===== src/rtl/alu_arbiter.sv =====
// alu_arbiter: round-robin arbiter giving two requesters access to one shared
// combinational ALU, one operation at a time (grant -> execute -> respond).
`default_nettype none

module alu_arbiter #(
    parameter int W         = 32,
    parameter bit PRIO_INIT = 1'b0
) (
    input  logic         clk,
    input  logic         rst_n,

    input  logic         req0,
    input  logic [2:0]   ctrl0,
    input  logic [4:0]   num0,
    input  logic [W-1:0] a0,
    input  logic [W-1:0] b0,
    output logic         gnt0,
    output logic         rvalid0,
    output logic [W-1:0] rdata0,
    input  logic         rready0,

    input  logic         req1,
    input  logic [2:0]   ctrl1,
    input  logic [4:0]   num1,
    input  logic [W-1:0] a1,
    input  logic [W-1:0] b1,
    output logic         gnt1,
    output logic         rvalid1,
    output logic [W-1:0] rdata1,
    input  logic         rready1,

    output logic [2:0]   alu_ctrl,
    output logic [4:0]   alu_num,
    output logic [W-1:0] alu_a,
    output logic [W-1:0] alu_b,
    input  logic [W-1:0] alu_y,

    output logic         busy
);

    typedef enum logic [1:0] {
        IDLE = 2'd0,
        EXEC = 2'd1,
        RESP = 2'd2
    } state_t;

    state_t         state;
    state_t         state_nxt;
    logic           ptr;
    logic           owner;
    logic [2:0]     op_ctrl;
    logic [4:0]     op_num;
    logic [W-1:0]   op_a;
    logic [W-1:0]   op_b;
    logic [W-1:0]   result;

    logic           grant;
    logic           sel;
    logic           owner_ready;

    assign owner_ready = owner ? rready1 : rready0;

    // sel: pointed-to requester if it is asking, otherwise the other one
    always_comb begin
        state_nxt = state;
        grant     = 1'b0;
        sel       = ptr ? req1 : ~req0;
        case (state)
            IDLE: begin
                if (rst_n && (req0 || req1)) begin
                    grant     = 1'b1;
                    state_nxt = EXEC;
                end
            end
            EXEC: begin
                state_nxt = RESP;
            end
            RESP: begin
                if (owner_ready) begin
                    state_nxt = IDLE;
                end
            end
            default: begin
                state_nxt = IDLE;
            end
        endcase
    end

    assign gnt0 = grant & ~sel;
    assign gnt1 = grant &  sel;

    always_ff @(posedge clk or negedge rst_n) begin
        if (!rst_n) begin
            state   <= IDLE;
            ptr     <= PRIO_INIT;
            owner   <= 1'b0;
            op_ctrl <= '0;
            op_num  <= '0;
            op_a    <= '0;
            op_b    <= '0;
            result  <= '0;
        end else begin
            state <= state_nxt;
            if (grant) begin
                owner   <= sel;
                op_ctrl <= sel ? ctrl1 : ctrl0;
                op_num  <= sel ? num1  : num0;
                op_a    <= sel ? a1    : a0;
                op_b    <= sel ? b1    : b0;
            end
            if (state == EXEC) begin
                result <= alu_y;
            end
            if (state == RESP && owner_ready) begin
                ptr <= ~owner;
            end
        end
    end

    assign rvalid0  = (state == RESP) && !owner;
    assign rvalid1  = (state == RESP) &&  owner;
    assign rdata0   = rvalid0 ? result : '0;
    assign rdata1   = rvalid1 ? result : '0;

    assign alu_ctrl = op_ctrl;
    assign alu_num  = op_num;
    assign alu_a    = op_a;
    assign alu_b    = op_b;

    assign busy     = (state != IDLE);

endmodule

`default_nettype wire

===== config.mk =====
export PLATFORM = sky130hd
export DESIGN_NAME = alu_arbiter
export DESIGN_NICKNAME = d
export VERILOG_FILES = /design/src/rtl/alu_arbiter.sv
export SDC_FILE = /design/constraint.sdc
export NUM_CORES = 1
export LEC_CHECK = 0
export ABC_AREA = 1
export CAP_MARGIN = 5
export CORE_ASPECT_RATIO = 1.1
export CORE_MARGIN = 1.5
export CORE_UTILIZATION = 37
export CTS_BUF_LIST = sky130_fd_sc_hd__clkbuf_8
export CTS_CLUSTER_DIAMETER = 150
export DETAILED_ROUTE_END_ITERATION = 8
export PLACE_DENSITY = 0.82
export SLEW_MARGIN = 10
export SYNTH_ARGS = -nofsm -noshare
export SYNTH_HDL_FRONTEND = slang
export SYNTH_SLANG_ARGS = --single-unit

===== constraint.sdc =====
create_clock -name clk -period 1.1 [get_ports clk]
set_input_delay 0.165 -clock clk [delete_from_list [all_inputs] [get_ports clk]]
set_output_delay 0.165 -clock clk [all_outputs]
set_load 0.05 [all_outputs]

==> results.tsv, run 1 <==
metric	value	unit
status	complete, but fails checks	
violations	negative setup slack	
clock_latency	0.38	ns
synthTopCellsByCount	nand3_1, inv_1, nand2_1	
yosysMostFrequentCell	nand3_1	
fillers	712	
arrival	1.75	ns
netlist_area	5970	um^2
finalCritPeriodShare	174	%
setup_viol	244	
firstDrtPassIters	6	
hold-worst-slack	0.0298	ns
core_area	15700	um^2
clk_pin_slew_worst_paths	0.12	ns
crit_chain	inv_2, nor2_4, nand2_4, buf_12, nor2_4, buf_12	
synth.avg_cell_area	6.91	um^2
worstMarginPinSlew	0.911	ns
numCtsBuffers	9	
synth_nets	1045	
area_growth_syn_to_layout	129	%
globalRouteOverflowTotal	0	
finalWirelength	32.8	mm
synth_top_area_share	45.3	%
num_io_pins	323	
finalHoldViolations	0	
synth_edf_count	0	
synth.top_cells.by_area	dfrtp_1, nand3_1, inv_1, nand2_1, nor2_1	
grt_max_degree	68	
rsz0062_at_grt	true	
die_h	136	um
dr_total_vias	7846	
initial_core_util	37.9	%
finish.utilization	86.8	%
ys_types	14	
ant_nets	0	
maxCapViolCount	0	
synth.ff_latch_count	108	
clock_path_buffers	2	
cp_slowest_cell	dfrtp_1	
cp-end-kind	output pin	
path_class	reg2out	
hold_class	in2async	
worst_slack	-0.815	ns
clock_tree.root_cell	clkbuf_8	
die_area	16900	um^2
port_buffers	322	
p_per_area	2930	nW/um^2
cpPeakStageDelay	0.43	ns
fin_area	13700	um^2
tritoncts	done	
syn_inst	863	
grtUsageTotal	32.2	%
antenna_found_initial	1	
vias_per_cell	5.40	
yosysTopAreaCell	dfrtp_1	
yosysWarnings	0	
place_ws	-0.552	ns
synth_flop_cell	dfrtp_1	
fin_nets	1429	
grt_pass1_wl	40.9	mm
period_needed	1.92	ns
gp_congestion	0.818	
fp.dieW	124	um
grt_pass1_vias	7832	
initialDrtViolationCount	649	
yosysSeqAreaShare	45.3	%
fmax	522	MHz
path_max_fanout	17	
async_reset_ff_share	100	%
crit_required	0.94	ns
h-tree-depth	3	
p_leak	0.00654	uW
relSlewSlack	39.2	%
cts.sinks	108	
wire_per_inst	22.5	um
worstSetupStartpointType	flip-flop	
skew	0.0220	ns
place_area	11700	um^2
ir_drop	1970	uV
rows	48	
route.detailed.drc	0	
dp_hpwl	17.6	mm
drive_above_1_share	40.1	%
slew_viol_final	0	
## metrics by stage
step | std cells | power, uW | setup TNS, ns
finish | 1453 | 40000 | -86.28
detailed placement | 1372 | 32000 | -53.72
global placement | 1372 | 31400 | -48.27
global route | 1452 | 41300 | -97.10
floorplan | 863 | 20000 | -19.49
CTS | 1440 | 37500 | -81.18
## critical path: cells and delay by family, from the launching register on
family        cells  cell delay (ns)
buf+inv           3             0.44
flops             1             0.43
simple gates      3             0.48
## registers in the layout (all words and copies together), names as in the netlist
signal    count
alu_a        32
alu_b        32
result       32
alu_num       5
alu_ctrl      3
state         2
owner         1
ptr           1
## layer usage
metal / up-vias / global-route usage, % / wire (um)
met1: 3752 / 35.1 / 10800
met2: 519 / 56.3 / 16700
met3: 173 / 7.93 / 2900
met4: 0 / 18.2 / 2320
met5: - / 0 / 0
li1: 3402 / - / -
## power breakdown
part | switching (uW) | internal, uW
combinational | 16500 | 12900
clock | 1460 | 1400
sequential | 1910 | 5880
total | 19900 | 20200
## cell usage in the layout, fill, tap and decap left out, drive strengths merged, types with 3 or more instances in the layout
cell and count:
clkinvlp 3, clkdlybuf4s50 180, dfrtp 108, clkbuf 16, nand3 217, nand2 161
inv 184, nor2 101, buf 243, a21oi 32
## path summary, 6_finish.rpt
path / startpoint / to / slack, ns / cells after the start
min: rst_n / result[7] / 0.03 / 2
max reg2reg: state[1] / alu_num[4] / -0.54 / 9
max: state[1] / rdata0[10] / -0.82 / 6
max in group asynchronous: rst_n / alu_a[13] / 0.23 / 3
min reg2reg: alu_a[17] / alu_a[17] / 0.55 / 2
min in group clk: rst_n / owner / 0.23 / 5
## what timing repair did
action / CTS / global route
pin swaps: 7 / 19
setup buffers: 36 / 21
hold endpoints to repair: 41 / 0
cloned: 16 / 6
gates resized for setup: 97 / 150
hold buffers: 1 / 0
endpoints found under the setup margin: 248 / 249
## cells by family after synthesis
family          share of synthesized area (%)
buf+inv                                  17.0
simple gates                             34.9
compound gates                           2.85
flops                                    45.3
## area by class of cell
class / count / area, um^2 / area share, %
clock buffer: 11 / 151 / 1.11
clock inverter: 5 / 76.3 / 0.559
antenna: 1 / 2.50 / 0.0183
timing repair buffer: 429 / 6070 / 44.5
sequential: 108 / 2710 / 19.8
multi-input combinational: 514 / 3690 / 27.0
inverter: 185 / 706 / 5.17
tap: 200 / 250 / 1.83
No activity file was read; power rests on OpenSTA's default activity.
==> inputs of run 2 (changes only) <==
--- a/config.mk
+++ b/config.mk
@@ -8,12 +8,13 @@
 export ABC_AREA = 1
 export CAP_MARGIN = 5
 export CORE_ASPECT_RATIO = 1.1
-export CORE_MARGIN = 1.5
+export CORE_MARGIN = 4
 export CORE_UTILIZATION = 37
 export CTS_BUF_LIST = sky130_fd_sc_hd__clkbuf_8
 export CTS_CLUSTER_DIAMETER = 150
 export DETAILED_ROUTE_END_ITERATION = 8
 export PLACE_DENSITY = 0.82
+export REMOVE_ABC_BUFFERS = 1
 export SLEW_MARGIN = 10
 export SYNTH_ARGS = -nofsm -noshare
 export SYNTH_HDL_FRONTEND = slang
==> run 2 against run 1 <==
  * The run still ends with negative setup slack left
  * Cell area down 4.1%
  * Sequential share of layout area up 0.92 points
  * Clock skew down 0.0028 ns
  * Final cell count up 0.34%
  * Register-to-register slack worse by 0.16 ns
  * Non-clock buffer count up 6
  * Largest cell class unchanged
  * Highest routed layer unchanged
==> results.tsv, run 2 (synthesis gave the netlist of run 1 again) <==
metric	value	unit
area_growth_syn_to_layout	120	%
rsz0062_at_grt	true	
crit_start	state[0]	
dr_total_vias	7931	
cp_slowest_cell	dfrtp_2	
globalRouteOverflowTotal	0	
rr_worst_depth	10	
min_from	rst_n	
ant_nets	0	
route.detailed.drc	0	
antenna_found_initial	0	
path_class	reg2out	
fp.dieW	129	um
worstMarginPinSlew	0.421	ns
fin_nets	1435	
cpPeakStageDelay	0.47	ns
numCtsBuffers	9	
port_buffers	322	
maxCapViolCount	0	
grt_pass1_vias	6750	
path_max_fanout	5	
slew_viol_final	0	
final_common_cell	nand3_1	
fmax	526	MHz
tritoncts	done	
p_per_area	3020	nW/um^2
regToRegEndpoint	alu_num[2]	
relSlewSlack	72.0	%
violations	negative setup slack	
cts.sinks	108	
rr_startpoint	state[1]	
grt_pass1_wl	34.6	mm
clock_path_buffers	2	
die_area	18200	um^2
h-tree-depth	3	
clock_latency	0.39	ns
clk_pin_slew_worst_paths	0.10	ns
finalWirelength	31.7	mm
crit_required	0.94	ns
min_path_cells	6	
regArea	2720	um^2
dp_hpwl	17.2	mm
hold_class	in2reg	
min_to	owner	
place_area	11000	um^2
grt_max_degree	63	
initialDrtViolationCount	638	
skew	0.0192	ns
finalCritPeriodShare	173	%
finalHoldViolations	0	
clock_tree.root_cell	clkbuf_8	
multi_input_area	3050	um^2
fin_area	13100	um^2
gp_congestion	0.830	
status	complete, but fails checks	
n_antenna_cell	0	
p_leak	0.00654	uW
rows	48	
layout_common_cells	nand3_1, inv_1, clkdlybuf4s50_1, buf_12, dfrtp_1	
grtUsageTotal	24.1	%
worst_slack	-0.802	ns
vias_per_cell	5.44	
cp-end-kind	output pin	
period_needed	1.90	ns
place_ws	-0.521	ns
drive_above_1_share	35.4	%
initial_core_util	37.9	%
wire_per_inst	21.8	um
arrival	1.74	ns
worstSetupStartpointType	flip-flop	
core_area	15700	um^2
fillers	731	
num_io_pins	323	
crit_chain	nor2_4, nand2_4, clkbuf_16, nor2_2, buf_12	
ir_drop	1740	uV
setup_viol	249	
firstDrtPassIters	6	
r2r_slack	-0.70	ns
die_h	141	um
==> run 2: cell types whose count changed in the layout (fill, tap and decap cells not counted), sizes merged <==
cell,change
clkbuf,+9
diode,-1
buf,-5
inv,+2
bufinv,+1
clkinvlp,-2
clkinv,+1
==> run 2: stage by stage <==
stage                     instances  TNS (ns)  power, uW  utilization [%]  hold WS [ns]
after detailed placement       1363    -60.01      30300             70.0         0.355
after CTS                      1382    -75.47      33800             72.8         0.278
after floorplan                 806   -168.51      17800                -        -0.131
final                          1458   -106.68      39500             83.3         0.336
after global routing           1458   -114.15      40700             83.3         0.326
after global placement         1363    -55.61      29800             70.0         0.352
==> run 2: what timing repair did <==
item | in CTS | in global routing
setup buffers | 2 | 56
cloned | 0 | 24
pin swaps | 3 | 52
hold buffers | 1 | 0
gates resized for setup | 50 | 237
endpoints found under the hold margin | 62 | 0
endpoints found under the setup margin | 246 | 249
==> run 2: worst max path at each step <==
stage                 end  slack [ns]
2_1_floorplan        gnt0       -2.02
3_3_place_gp    alu_b[31]       -0.50
3_5_place_dp    alu_b[31]       -0.52
4_1_cts        rdata0[17]       -0.72
5_1_grt        rdata0[23]       -0.82
6_report       rdata0[23]       -0.80
==> run 2: per-layer routing <==
metal	up-vias	part of all wire, %	global-route usage [%]
li1	3405	-	-
met1	3752	34	26.4
met2	606	50	42.9
met3	168	10	6.06
met4	0	6.4	11.6
met5	-	0	0
==> run 2: worst max-delay path: cells and delay by family, from the launching register on <==
kind / cells / cell delay [ns]
DFF: 1 / 0.47
and+or+nand+nor: 3 / 0.52
buffers and inverters: 2 / 0.37
==> run 2: where the power goes <==
group | internal, uW | total [uW] | switching (uW)
clock network | 1510 | 3000 | 1490
registers | 5910 | 7900 | 1990
logic | 12800 | 28600 | 15800
==> run 2: area by class of cell <==
| type | instances | area share, % |
|---|---|---|
| clock inverters | 7 | 0.879 |
| inverters | 185 | 5.40 |
| flip-flops and latches | 108 | 20.7 |
| well taps | 200 | 1.91 |
| multi-input cells | 514 | 23.3 |
| repair buffers | 435 | 46.8 |
| clock buffers | 9 | 0.946 |
==> inputs of run 3 (changes only) <==
--- a/config.mk
+++ b/config.mk
@@ -8,7 +8,7 @@
 export ABC_AREA = 1
 export CAP_MARGIN = 5
 export CORE_ASPECT_RATIO = 1.1
-export CORE_MARGIN = 4
+export CORE_MARGIN = 2
 export CORE_UTILIZATION = 37
 export CTS_BUF_LIST = sky130_fd_sc_hd__clkbuf_8
 export CTS_CLUSTER_DIAMETER = 150
==> run 3 against run 2 <==
  * The run still ends with negative setup slack left
  * Critical path depth increased by 1
  * Largest cell class unchanged
  * Global-route usage increased by 0.88 points
  * Routed wire length decreased by 30%
  * Critical path type unchanged
  * Worst setup slack improved by 0.053 ns
  * Fmax increased by 2.9%
==> results.tsv, run 3 (synthesis gave the netlist of run 1 again) <==
metric	value	unit
status	complete, but fails checks	
violations	negative setup slack	
finalPower	33900	uW
place_ws	-0.599	ns
antenna_found_initial	0	
finalWirelength	22.3	mm
clk_pin_slew_worst_paths	0.11	ns
firstDrtPassIters	5	
core_area	15700	um^2
p_per_area	2960	nW/um^2
final_common_cell	nand3_1	
wire_per_inst	16.1	um
min_path_cells	4	
grt_pass1_vias	6606	
die_area	17200	um^2
die_h	137	um
hold_class	in2reg	
rr_worst_depth	7	
fin_nets	1357	
arrival	1.68	ns
worst_slack	-0.749	ns
clock_latency	0.38	ns
skew	0.0130	ns
finish.utilization	72.8	%
numCtsBuffers	9	
crit_required	0.94	ns
worstSetupStartpointType	flip-flop	
p_leak	0.00590	uW
period_needed	1.85	ns
clock_path_buffers	2	
slew_viol_final	0	
relSlewSlack	61.0	%
ant_nets	0	
layout_common_cells	nand3_1, inv_1, clkdlybuf4s50_1, nand2_1, buf_12	
rows	48	
tritoncts	done	
fp.dieW	125	um
path_class	reg2out	
route.detailed.drc	0	
port_buffers	322	
grtUsageTotal	24.9	%
n_antenna_cell	0	
num_io_pins	323	
dp_cells	1357	
ir_drop	1690	uV
path_max_fanout	33	
finalHoldViolations	0	
initialDrtViolationCount	402	
finalCritPeriodShare	168	%
h-tree-depth	3	
dr_total_vias	6772	
initial_core_util	37.9	%
maxCapViolCount	0	
grt_pass1_wl	33.8	mm
vias_per_cell	4.91	
fmax	541	MHz
dp_hpwl	16.1	mm
clock_tree.root_cell	clkbuf_8	
area_growth_syn_to_layout	91.9	%
rsz0062_at_grt	true	
setup_viol	249	
cp-end-kind	output pin	
cts.sinks	108	
grt_max_degree	109	
worstMarginPinSlew	0.585	ns
fin_cells	1380	
gp_congestion	0.828	
drive_above_1_share	20.6	%
globalRouteOverflowTotal	0	
[run 3: final cells by class]
class	instances	area, um^2
sequential	108	2700
tap	200	250
inverter	185	694
multi-input combinational	513	2450
clock buffer	9	124
clock inverter	7	140
fill	1034	4290
timing repair buffer	358	5080
[run 3: critical path, cell delays in order (launching register included)]
cell and delay (ns):
dfrtp_1 0.39, inv_2 0.05, nor2_2 0.14, nand2_1 0.11
buf_12 0.20, nor2_1 0.21, buf_12 0.17
[run 3: final timing paths]
check                      startpoint    endpoint  slack [ns]
hold / removal                  rst_n    state[0]        0.27
setup / recovery             state[1]  rdata0[16]       -0.75
max in group asynchronous       rst_n   alu_a[19]        0.17
min in group asynchronous       rst_n   alu_a[21]        0.50
hold reg to reg             result[0]   result[0]        0.55
setup reg to reg             state[0]    alu_a[3]       -0.40
[run 3: stage by stage]
stage	cell area (um^2)	hold slack, ns	setup TNS, ns
4_1_cts	11300	0.270	-73.36
2_1_floorplan	5650	-0.131	-168.51
3_5_place_dp	10900	0.339	-63.65
3_3_place_gp	10900	0.340	-56.51
5_1_grt	11400	0.285	-96.50
6_report	11400	0.273	-81.24
[run 3: metal layers]
layer	GRT usage [%]	share of wire (%)
met5	0	0
met4	11.5	3.8
met3	5.71	7.4
met2	45.0	52
met1	28.3	37
[run 3: timing repair]
action / CTS / global route
setup buffers: 2 / 3
pin swaps: 2 / 2
endpoints found under the setup margin: 245 / 248
hold endpoints to repair: 108 / 0
gates resized for setup: 38 / 25
gates cloned: 0 / 1
hold buffers: 1 / 0
[run 3: power by group]
group / total (uW) / switching, uW / internal, uW
registers: 7570 / 1700 / 5870
clock network: 3150 / 1420 / 1740
logic: 23200 / 13100 / 10100
